### config.mk
export PLATFORM = sky130hd
export DESIGN_NAME = if_fetch_stage
export DESIGN_NICKNAME = d
export VERILOG_FILES = /design/src/rtl/if_fetch_stage_pkg.sv /design/src/rtl/if_fetch_stage_ifid_reg.sv /design/src/rtl/if_fetch_stage.sv
export SDC_FILE = /design/constraint.sdc
export NUM_CORES = 1
export LEC_CHECK = 0
export CORE_UTILIZATION = 45
export DETAILED_ROUTE_END_ITERATION = 16
export GPL_TIMING_DRIVEN = 0
export PLACE_DENSITY = 0.86
export SKIP_CTS_REPAIR_TIMING = 1
export SYNTH_ARGS = -nofsm -noshare
export SYNTH_HDL_FRONTEND = slang
export SYNTH_HIERARCHICAL = 1
export SYNTH_SLANG_ARGS = --single-unit
### constraint.sdc
create_clock -name clk -period 3 [get_ports clk]
set_clock_uncertainty 0.2 [all_clocks]
set_input_delay 0.6 -clock clk [delete_from_list [all_inputs] [get_ports clk]]
set_output_delay 0.6 -clock clk [all_outputs]
set_load 0.01 [all_outputs]
### src/rtl/if_fetch_stage_pkg.sv
// Shared definitions for the MIPS instruction-fetch stage: FSM states, NOP word, default vectors.
package if_fetch_stage_pkg;

  typedef enum logic [1:0] {
    IF_IDLE  = 2'd0,
    IF_FETCH = 2'd1,
    IF_HOLD  = 2'd2,
    IF_DRAIN = 2'd3
  } if_state_e;

  localparam logic [31:0] NOP_INSTR    = 32'h0000_0000;
  localparam logic [31:0] DEF_RESET_PC = 32'h0040_0000;
  localparam logic [31:0] DEF_EXC_PC   = 32'h8000_0180;

endpackage

### src/rtl/if_fetch_stage_ifid_reg.sv
// IF/ID pipeline register: flush beats stall beats load; with none of them a bubble is inserted.
module ifid_reg
  import if_fetch_stage_pkg::*;
(
  input  logic        i_clk,
  input  logic        i_rst_n,
  input  logic        i_load,
  input  logic        i_stall,
  input  logic        i_flush,
  input  logic [31:0] i_instr,
  input  logic [31:0] i_pc,
  output logic        o_valid,
  output logic [31:0] o_instr,
  output logic [31:0] o_pc,
  output logic [31:0] o_pc4
);

  logic        r_valid;
  logic [31:0] r_instr;
  logic [31:0] r_pc;
  logic [31:0] r_pc4;

  // A bubble only clears valid/instr; the PC fields keep their last value.
  always_ff @(posedge i_clk) begin
    if (!i_rst_n) begin
      r_valid <= 1'b0;
      r_instr <= NOP_INSTR;
      r_pc    <= '0;
      r_pc4   <= '0;
    end else if (i_flush) begin
      r_valid <= 1'b0;
      r_instr <= NOP_INSTR;
    end else if (i_stall) begin
      r_valid <= r_valid;
    end else if (i_load) begin
      r_valid <= 1'b1;
      r_instr <= i_instr;
      r_pc    <= i_pc;
      r_pc4   <= i_pc + 32'd4;
    end else begin
      r_valid <= 1'b0;
      r_instr <= NOP_INSTR;
    end
  end

  assign o_valid = r_valid;
  assign o_instr = r_instr;
  assign o_pc    = r_pc;
  assign o_pc4   = r_pc4;

endmodule

### src/rtl/if_fetch_stage.sv
// MIPS instruction-fetch stage: PC register, imem req/rvalid FSM, hold buffer, redirect, IF/ID register.
// Optional IF_MISALIGN_EN: misaligned PC loads trap to EXC_PC and raise if_misalign_o/if_badaddr_o.
module if_fetch_stage
  import if_fetch_stage_pkg::*;
#(
  parameter logic [31:0] RESET_PC = DEF_RESET_PC,
  parameter logic [31:0] EXC_PC   = DEF_EXC_PC
) (
  input  logic        clk,
  input  logic        rst_n,
  input  logic [31:0] newpc,
  input  logic        stall_i,
  input  logic        flush_i,
  output logic        imem_req,
  output logic [31:0] imem_addr,
  input  logic        imem_rvalid,
  input  logic [31:0] imem_rdata,
  output logic [31:0] pc_o,
  output logic        ifid_valid,
  output logic [31:0] ifid_instr,
  output logic [31:0] ifid_pc,
`ifdef IF_MISALIGN_EN
  output logic        if_misalign_o,
  output logic [31:0] if_badaddr_o,
`endif
  output logic [31:0] ifid_pc4
);

  if (RESET_PC[1:0] != 2'b00 || EXC_PC[1:0] != 2'b00) begin : g_bad_vector
    $error("if_fetch_stage: RESET_PC and EXC_PC must be word aligned");
  end

  if_state_e   r_state;
  logic [31:0] r_pc;
  logic [31:0] r_hold_buf;
  logic [31:0] r_redirect;
`ifdef IF_MISALIGN_EN
  logic        r_misalign;
  logic [31:0] r_badaddr;
`endif

  logic        w_complete;
  logic        w_pc_load;
  logic [31:0] w_pc_next;
  logic        w_ifid_load;
  logic [31:0] w_ifid_instr;

  always_comb begin
    w_complete = (r_state == IF_FETCH) && imem_rvalid;
    w_pc_load  = 1'b0;
    w_pc_next  = newpc;
    case (r_state)
      IF_FETCH: w_pc_load = imem_rvalid && (flush_i || !stall_i);
      IF_HOLD:  w_pc_load = flush_i || !stall_i;
      IF_DRAIN: begin
        // A flush coinciding with the drained response wins over the stored redirect.
        w_pc_load = imem_rvalid;
        w_pc_next = flush_i ? newpc : r_redirect;
      end
      default:  w_pc_load = 1'b0;
    endcase
    w_ifid_load  = w_complete || (r_state == IF_HOLD);
    w_ifid_instr = (r_state == IF_HOLD) ? r_hold_buf : imem_rdata;
  end

  always_ff @(posedge clk) begin
    if (!rst_n) begin
      r_state    <= IF_IDLE;
      r_pc       <= RESET_PC;
      r_hold_buf <= '0;
      r_redirect <= '0;
`ifdef IF_MISALIGN_EN
      r_misalign <= 1'b0;
      r_badaddr  <= '0;
`endif
    end else begin
`ifdef IF_MISALIGN_EN
      r_misalign <= 1'b0;
      if (w_pc_load) begin
        if (w_pc_next[1:0] != 2'b00) begin
          r_pc       <= EXC_PC;
          r_misalign <= 1'b1;
          r_badaddr  <= w_pc_next;
        end else begin
          r_pc <= w_pc_next;
        end
      end
`else
      if (w_pc_load) r_pc <= {w_pc_next[31:2], 2'b00};
`endif
      case (r_state)
        IF_IDLE:  r_state <= IF_FETCH;
        IF_FETCH: begin
          if (flush_i && !imem_rvalid) begin
            r_redirect <= newpc;
            r_state    <= IF_DRAIN;
          end else if (imem_rvalid && stall_i && !flush_i) begin
            r_hold_buf <= imem_rdata;
            r_state    <= IF_HOLD;
          end
        end
        IF_HOLD:  if (flush_i || !stall_i) r_state <= IF_FETCH;
        IF_DRAIN: begin
          if (flush_i)     r_redirect <= newpc;
          if (imem_rvalid) r_state    <= IF_FETCH;
        end
        default:  r_state <= IF_IDLE;
      endcase
    end
  end

  assign imem_req  = (r_state == IF_FETCH) || (r_state == IF_DRAIN);
  assign imem_addr = r_pc;
  assign pc_o      = r_pc;
`ifdef IF_MISALIGN_EN
  assign if_misalign_o = r_misalign;
  assign if_badaddr_o  = r_badaddr;
`endif

  ifid_reg u_ifid_reg (
    .i_clk   (clk),
    .i_rst_n (rst_n),
    .i_load  (w_ifid_load),
    .i_stall (stall_i),
    .i_flush (flush_i),
    .i_instr (w_ifid_instr),
    .i_pc    (r_pc),
    .o_valid (ifid_valid),
    .o_instr (ifid_instr),
    .o_pc    (ifid_pc),
    .o_pc4   (ifid_pc4)
  );

endmodule

Word-level counts from Yosys, hierarchy flattened
Index checks and enable logic that the tools add are counted.
{ "op_classes": {"add_sub_neg": 1, "n_eq_ne": 7, "mux": 13, "n_bitwise": 4, "n_reduce_logical": 18} }
{ "op_table": {"columns": ["op", "n"], "rows": [
  ["two-way mux 32 bit", 5],
  ["case mux 32 bit (2 select lines)", 1],
  ["adder 32 x 3 -> 32 bit, second input constant", 1],
  ["AND reduction 3 bit", 3],
  ["two-way mux 2 bit", 4],
  ["case mux 2 bit (4 select lines)", 1],
  ["logical AND 1 bit", 5],
  ["== test 2 bit, second input constant", 2],
  ["inequality test 2 x 1 -> 1 bit, second input constant", 2],
  ["NOT 1 bit", 4],
  ["zero test 1 bit", 3],
  ["logical OR 1 bit", 3],
  ["inequality test 3 x 1 -> 1 bit, second input constant", 1],
  ["case mux 1 bit (3 select lines)", 1],
  ["== test 2 x 1 -> 1 bit, second input constant", 1],
  ["zero test 2 bit", 1],
  ["inequality test 2 bit, second input constant", 1],
  ["AND reduction 2 bit", 1],
  ["nonzero test 2 bit", 1],
  ["OR reduction 2 bit", 1],
  ["two-way mux 1 bit", 1]
]} }
{ "word_totals": {"ff_bits": 191, "in_bits": 69, "elab_cells": 51} }

Depth between registers and ports, before layout
Gate-level depths: netlist of the first run.
{ "logic_depth": {"ltp_word": 5, "mapped_depth": 12} }

By module
The synthesis of the first run kept the hierarchy.
{ "by_module_without_submodules": {"columns": ["module", "instances", "cells_each", "area_each_um2", "seq_area_each_um2"], "rows": [
  ["if_fetch_stage", 1, 500, 4468.0, 1881.8],
  ["ifid_reg", 1, 452, 3794.9, 1901.8]
]} }

Least setup slack after synthesis of the first run
OpenSTA, ideal clock, no wires.
{ "synth_timing": {"path_type": "flip-flop to flip-flop", "start": "reg r_state[0]", "end": "reg u_ifid_reg.r_pc[22] (netlist: u_ifid_reg/o_pc[22])", "t_arrival_ps": 2071, "t_required_ps": 2730, "setup_slack_ps": 659, "stages_incl_launch_ff": 13, "n_path_buf": 6, "synth_period_minus_slack_ps": 2341, "path_cell_list": "dfxtp_1 > buf_4 > nand2b_1 > buf_4 > buf_2 > nand2_1 > nor2b_1 > clkbuf_1 > nand2b_1 > clkbuf_1 > clkbuf_1 > nand2_1 > a21oi_1"} }
{ "synth_between": {"elab_chain_cells": 4, "elab_cells_between_ends": 5, "cone_classes": "eq/ne (2); reduce/logical (3)"} }
{ "synth_lines": {"columns": ["element", "line_no", "text"], "rows": [
  ["start: declaration", "if_fetch_stage.sv:33", "if_state_e r_state;"],
  ["start signal: assignment", "if_fetch_stage.sv:68", "r_state <= IF_IDLE;"],
  ["start signal: assignment", "if_fetch_stage.sv:92", "IF_IDLE: r_state <= IF_FETCH;"],
  ["start signal: assignment", "if_fetch_stage.sv:96", "r_state <= IF_DRAIN;"],
  ["== test 2 x 1 -> 1 bit", "if_fetch_stage.sv:49", "w_complete = (r_state == IF_FETCH) && imem_rvalid;"],
  ["logical AND 1 bit", "if_fetch_stage.sv:49", null],
  ["logical OR 1 bit *", "if_fetch_stage.sv:62", "w_ifid_load = w_complete || (r_state == IF_HOLD);"],
  ["via w_ifid_load", "if_fetch_stage.sv:45", "logic w_ifid_load;"],
  ["AND reduction 3 bit (no source line) *", null, null],
  ["end signal: assignment", "if_fetch_stage_ifid_reg.sv:38", "r_pc <= i_pc;"],
  ["end: declaration", "if_fetch_stage_ifid_reg.sv:20", "logic [31:0] r_pc;"]
]} }
The timed path passes the listed nets; every way through them passes the cells marked *.
A chain may end at the register's enable or synchronous reset.

Worst setup path after layout of the first run
{ "layout_timing": {"start": "in imem_rvalid", "end": "reg u_ifid_reg.r_pc4[29] (netlist: u_ifid_reg/o_pc4[29])"} }
{ "layout_between": {"elab_chain_cells": 3} }
{ "layout_lines": {"columns": ["element", "line_no", "text"], "rows": [
  ["start: declaration", "if_fetch_stage.sv:16", "input logic imem_rvalid,"],
  ["logical AND 1 bit", "if_fetch_stage.sv:49", null],
  ["logical OR 1 bit", "if_fetch_stage.sv:62", null],
  ["via w_ifid_load", "if_fetch_stage.sv:45", null],
  ["AND reduction 3 bit (no source line)", null, null],
  ["end signal: assignment", "if_fetch_stage_ifid_reg.sv:39", "r_pc4 <= i_pc + 32'd4;"],
  ["end: declaration", "if_fetch_stage_ifid_reg.sv:21", "logic [31:0] r_pc4;"]
]} }
The timed path passes the listed nets, and every way through them passes these cells.

==> results of run 1 <==
-- tightest hold or removal path: stages (launching register included) --
cell and delay, ns:
dfxtp_1 0.31, nand2_1 0.05, a21boi_1 0.05
-- area by class of cell --
cell class	instances	area [sq um]	area share, %
clock buffers	19	453	3.97
inverters	9	33.8	0.296
flip-flops and latches	189	3780	33.2
plain buffers	109	606	5.31
clock inverters	13	145	1.27
repair buffers	224	2240	19.6
multi-input cells	649	3860	33.9
well taps	229	287	2.51
-- state kept, by name, summed over array words and instances, names as in the netlist --
name / cells
r_redirect: 30
imem_addr: 30
u_ifid_reg/o_instr: 32
u_ifid_reg/o_valid: 1
r_hold_buf: 32
u_ifid_reg/o_pc: 32
r_state: 2
u_ifid_reg/o_pc4: 30
-- per-layer routing --
metal,part of all wire [%],track usage (%)
met5,0,0
met4,2.0,7.94
met1,41,30.3
met2,48,42.2
met3,9.5,8.17
-- per-stage QoR --
stage | util [%] | instance area [sq um] | total power, mW
floorplan | - | 8280 | 3.13
global placement | 60.2 | 10800 | 3.53
detailed placement | 60.2 | 10800 | 3.55
CTS | 63.5 | 11400 | 5.81
global route | 63.5 | 11400 | 5.99
finish | 63.5 | 11400 | 5.79
-- where the power goes --
group          internal, mW  total [mW]  switching [mW]  leakage [nW]
sequential             2.60        2.72           0.123          1.53
clock                  1.23        2.28            1.06         0.297
combinational         0.431       0.786           0.355          2.43
total                  4.26        5.79            1.53          4.27
-- path summary, 6_finish.rpt --
check	start	to	cells after the start
worst max-delay path	imem_rvalid	u_ifid_reg/o_pc4[29]	8
worst min-delay path	r_redirect[9]	r_redirect[9]	2
worst max register to register	r_state[0]	u_ifid_reg/o_pc4[29]	9
worst min register to register	r_redirect[9]	r_redirect[9]	2
-- layout by cell type, fill, tap and decap left out, drive strengths merged, types with 3 or more instances in the layout --
cell type	instances
a311oi	3
inv	17
a31oi	8
nand2b	6
o21ai	27
nor2	45
a21oi	72
dfxtp	189
nor4b	3
or3	5
nand2	201
mux2	32
nand3	13
conb	6
xnor2	10
a211oi	9
clkdlybuf4s50	224
xor2	4
clkinv	4
a21boi	64
buf	65
nand4	9
clkbuf	63
a22oi	32
o31ai	31
or4	4
nor4	7
mux2i	29
or2	3
nor3	10
-- cells by family after synthesis --
| kind of cell | count (synthesis) | share of synthesized area (%) |
|---|---|---|
| AND/OR/NAND/NOR | 316 | 17.0 |
| AO/OA/AOI/OAI | 251 | 19.9 |
| flip-flops | 189 | 45.8 |
| buffers and inverters | 119 | 7.74 |
| multiplexers | 61 | 7.87 |
| XOR/XNOR | 14 | 1.48 |
| adder cells (fa/ha/maj) | 1 | 0.151 |
| other | 1 | 0.0454 |
==> flow_summary.toml, run 1 <==
[layout]
syn2layout_area_growth_pct = 38.1
drive_gt1_share_pct = 11.8
fill_cells = 1469
final_cells = 1441
antenna_cells_inserted = 0
nNetsFinal = 1269

[sta]
slew_viol_final = 0
setup_viol = 0
grt_setup_unrepaired = "no"
finalSetupTns_ns = 0
fin_ws_ns = 0.185
hold_violations = 0
slew_headroom_pct = 39.6
finalCritPeriodShare_pct = 93.8
fmax_mhz = 355
worst_slew_pin_slew_ns = 0.898
hold_ws_ns = 0.253
fin_crit_ns = 2.81

[outcome]
status = "complete, no violations"

[clock_network]
clk_pin_slew_ns = 0.07
cts_tree = "done"
htree_num_levels = 4
cts.path.max_buffers = 2
insertion_delay_ns = 0.43
numCtsBuffers = 17
root_buffer = "clkbuf_16"
cts_sinks = 189

[place]
preCtsSetupSlack_ns = -0.362
portBuffers = 224
hpwl_mm = 17.4
placed_cells = 1410
place.gp.congestion = 0.911

[worst_setup_path]
cpMostUsedCell = "clkbuf_1"
path_buf_inv = 3
critPathKind = "in2reg"
crit_path_max_incr_delay_ns = 0.54
setup.worst_path.start_class = "primary input"
path_delay_family = "buffers and inverters"
arrival_ns = 2.97
cp_max_fo = 10
worstPathRequired_ns = 3.16
worstSetupEndpointType = "flop"
ff2ff_setup_slack_ns = 0.24
worstPathCellList = "clkdlybuf4s50_1, nand3b_1, nand2_1, nor3b_2, clkbuf_1, clkbuf_1, o21ai_0, a31oi_1"
cpMaxStageDelayCell = "clkdlybuf4s50_1"

[route]
routed_wl_mm = 24.0
drc_errors = 0
first_iter_violations = 725
via_per_inst = 5.44
routedWlPerCell_um = 16.6
firstDrtPassIters = 5
vias = 7838
drtAntennaViolNets = 0

[die]
coreArea_sq_um = 18000
io_pins = 231
die_w_um = 138
rows = 49
die_h_um = 138
start_util_pct = 46.0
die_area_sq_um = 18900

[job]
max_cap_violations = 0

[logic_synthesis]
synth_common_cells = "201 x nand2_1, 189 x dfxtp_1, 71 x a21oi_1"
synthCells = 952
ys_ff_latch = 189
ys_seq_area_share_pct = 45.8
ys_async_sr_fraction_pct = 0
synth.most_common_cell = "nand2_1"
synth_ff_type = "dfxtp_1"
synth_edf_count = 0
synth_area_per_cell_sq_um = 8.68
ys_types = 51
yosysTopAreaCellShare_pct = 45.8
ys.warnings.count = 6
syn_area_sq_um = 8260
synthTopCellsByArea = "dfxtp_1 46%, nand2_1 9.1%, a21boi_1 5.5%"
yosys.area.top_type = "dfxtp_1"

[global_routing]
grt_antenna_before_repair = 0
grt_start_max_net_pins = 19
grt_pass1_vias = 7124
overflow = 0
grt_first_pass_wirelength_mm = 36.7
grt_use_total_pct = 25.2

[pwr]
p_leak_nw = 4.27
p_per_area_nw_per_um2 = 507
peakVddDrop_uv = 431

[worst_hold_path]
hold_class = "reg2reg"
Power figures use the tool's default switching activity.
==> run 2, diff against run 1 <==
CAP_MARGIN = 20   (was default)
CTS_BUF_LIST = sky130_fd_sc_hd__clkbuf_4   (was default)
clock period = 3.26 ns   (was 3 ns; I/O delays follow)
==> run 2 against run 1 <==
Critical path depth is 2 higher. Routed wire length is 2.3% lower. Combinational power is 8.4% lower. Cell area decreased by 2.8%. Critical endpoint unchanged. Largest power group unchanged.
==> flow_summary.toml, run 2 (synthesized netlist as in run 1, its figures left out) <==
[outcome]
status = "complete, no violations"

[layout]
mostFrequentLayoutCell = "clkdlybuf4s50_1"
nNetsFinal = 1270
drive_gt1_share_pct = 11.5
syn2layout_area_growth_pct = 34.3
antenna_cells_inserted = 0
layout_common_cells = "224 x clkdlybuf4s50_1, 201 x nand2_1, 189 x dfxtp_1"
final_cells = 1442

[worst_setup_path]
arrival_ns = 3.30
startpoint = "r_state[0]"
crit_path_max_incr_delay_ns = 0.45
worstReg2RegStart = "r_state[0]"
critPathKind = "reg2reg"
worstSetupEndpointType = "flop"
worstPathCellList = "buf_4, nand2b_1, buf_4, buf_2, nand2_1, nor3b_2, clkbuf_1, clkbuf_1, o21ai_0, a31oi_1"
cp_max_fo = 10
cpMaxStageDelayCell = "clkbuf_1"
setup.worst_path.start_class = "flop"
worstPathRequired_ns = 3.58

[pwr]
p_per_area_nw_per_um2 = 406
p_leak_nw = 4.12
peakVddDrop_uv = 313

[die]
coreArea_sq_um = 18000
start_util_pct = 46.0
die_w_um = 138
die_area_sq_um = 18900
die_h_um = 138
io_pins = 231
rows = 49

[sta]
worst_slew_pin_slew_ns = 0.897
fin_crit_ns = 2.98
slew_viol_final = 0
fmax_mhz = 335
setup_viol = 0
slew_headroom_pct = 39.7
hold_violations = 0
finalCritPeriodShare_pct = 91.5
grt_setup_unrepaired = "no"
hold_ws_ns = 0.263

[route]
first_iter_violations = 683
drtAntennaViolNets = 0
vias = 7752
routed_wl_mm = 23.4
drc_errors = 0
via_per_inst = 5.38
routedWlPerCell_um = 16.2
firstDrtPassIters = 7

[clock_network]
root_buffer = "clkbuf_4"
numCtsBuffers = 17
clk_pin_slew_ns = 0.16
htree_num_levels = 4
cts_sinks = 189
insertion_delay_ns = 0.59
cts.path.max_buffers = 2
cts_tree = "done"

[global_routing]
grt_pass1_vias = 7014
grt_antenna_before_repair = 0
grt_first_pass_wirelength_mm = 36.1
grt_start_max_net_pins = 19
grt_use_total_pct = 24.7
overflow = 0

[place]
portBuffers = 224
placed_cells = 1410
hpwl_mm = 17.4
place.gp.congestion = 0.911

[job]
max_cap_violations = 0

[worst_hold_path]
hold_class = "reg2reg"
min_from = "r_redirect[9]"
## run 2: cell count changes in the layout (fill, tap and decap cells not counted)
cell	change
clkbuf_4	+17
clkinv_1	+2
buf_2	-1
clkbuf_16	-17
clkbuf_1	+2
clkbuf_8	-2
## run 2: power by group
part | leakage (nW) | switching, mW | total (mW) | internal (mW)
logic | 2.43 | 0.323 | 0.720 | 0.397
clock network | 0.154 | 0.874 | 1.28 | 0.409
registers | 1.53 | 0.112 | 2.50 | 2.39
total | 4.12 | 1.31 | 4.51 | 3.20
## run 2: layer usage
| metal | global-route usage, % | vias up | share of wire [%] |
|---|---|---|---|
| met5 | 0 | - | 0 |
| met4 | 8.06 | 0 | 2.1 |
| met3 | 8.46 | 42 | 10 |
| met2 | 40.8 | 337 | 47 |
| met1 | 30.0 | 3600 | 41 |
| li1 | - | 3773 | - |
## run 2: worst paths after layout
kind / endpoint / slack [ns] / depth (start not counted)
worst min register to register: r_redirect[9] / 0.26 / 2
worst max register to register: u_ifid_reg/o_pc4[29] / 0.28 / 10
worst max-delay path: u_ifid_reg/o_pc4[29] / 0.28 / 10
worst min-delay path: r_redirect[9] / 0.26 / 2
## run 2: worst max-delay path: cells and delay by family (launching register included)
| kind | cells | cell delay, ns |
|---|---|---|
| buffers and inverters | 5 | 1.36 |
| and+or+nand+nor | 3 | 0.65 |
| DFF | 1 | 0.33 |
| AOI/OAI and AO/OA | 2 | 0.39 |
## run 2: layout make-up
class	instances	area [sq um]
Tap cell	229	287
Inverter	9	33.8
Fill cell	1520	6870
Clock buffer	17	128
Sequential cell	189	3780
Buffer	110	608
Clock inverter	15	153
Multi-Input combinational cell	649	3860
Timing Repair Buffer	224	2240
## run 2: through the flow
stage	power, mW	TNS (ns)	setup slack (ns)	utilization (%)	area [sq um]
detailed placement	3.27	-4.96	-0.154	60.2	10800
finish	4.51	0	0.278	61.8	11100
CTS	4.52	0	0.149	61.7	11100
floorplan	2.88	0	0.919	-	8280
global placement	3.25	-3.47	-0.142	60.2	10800
global route	4.70	0	0.0792	61.8	11100
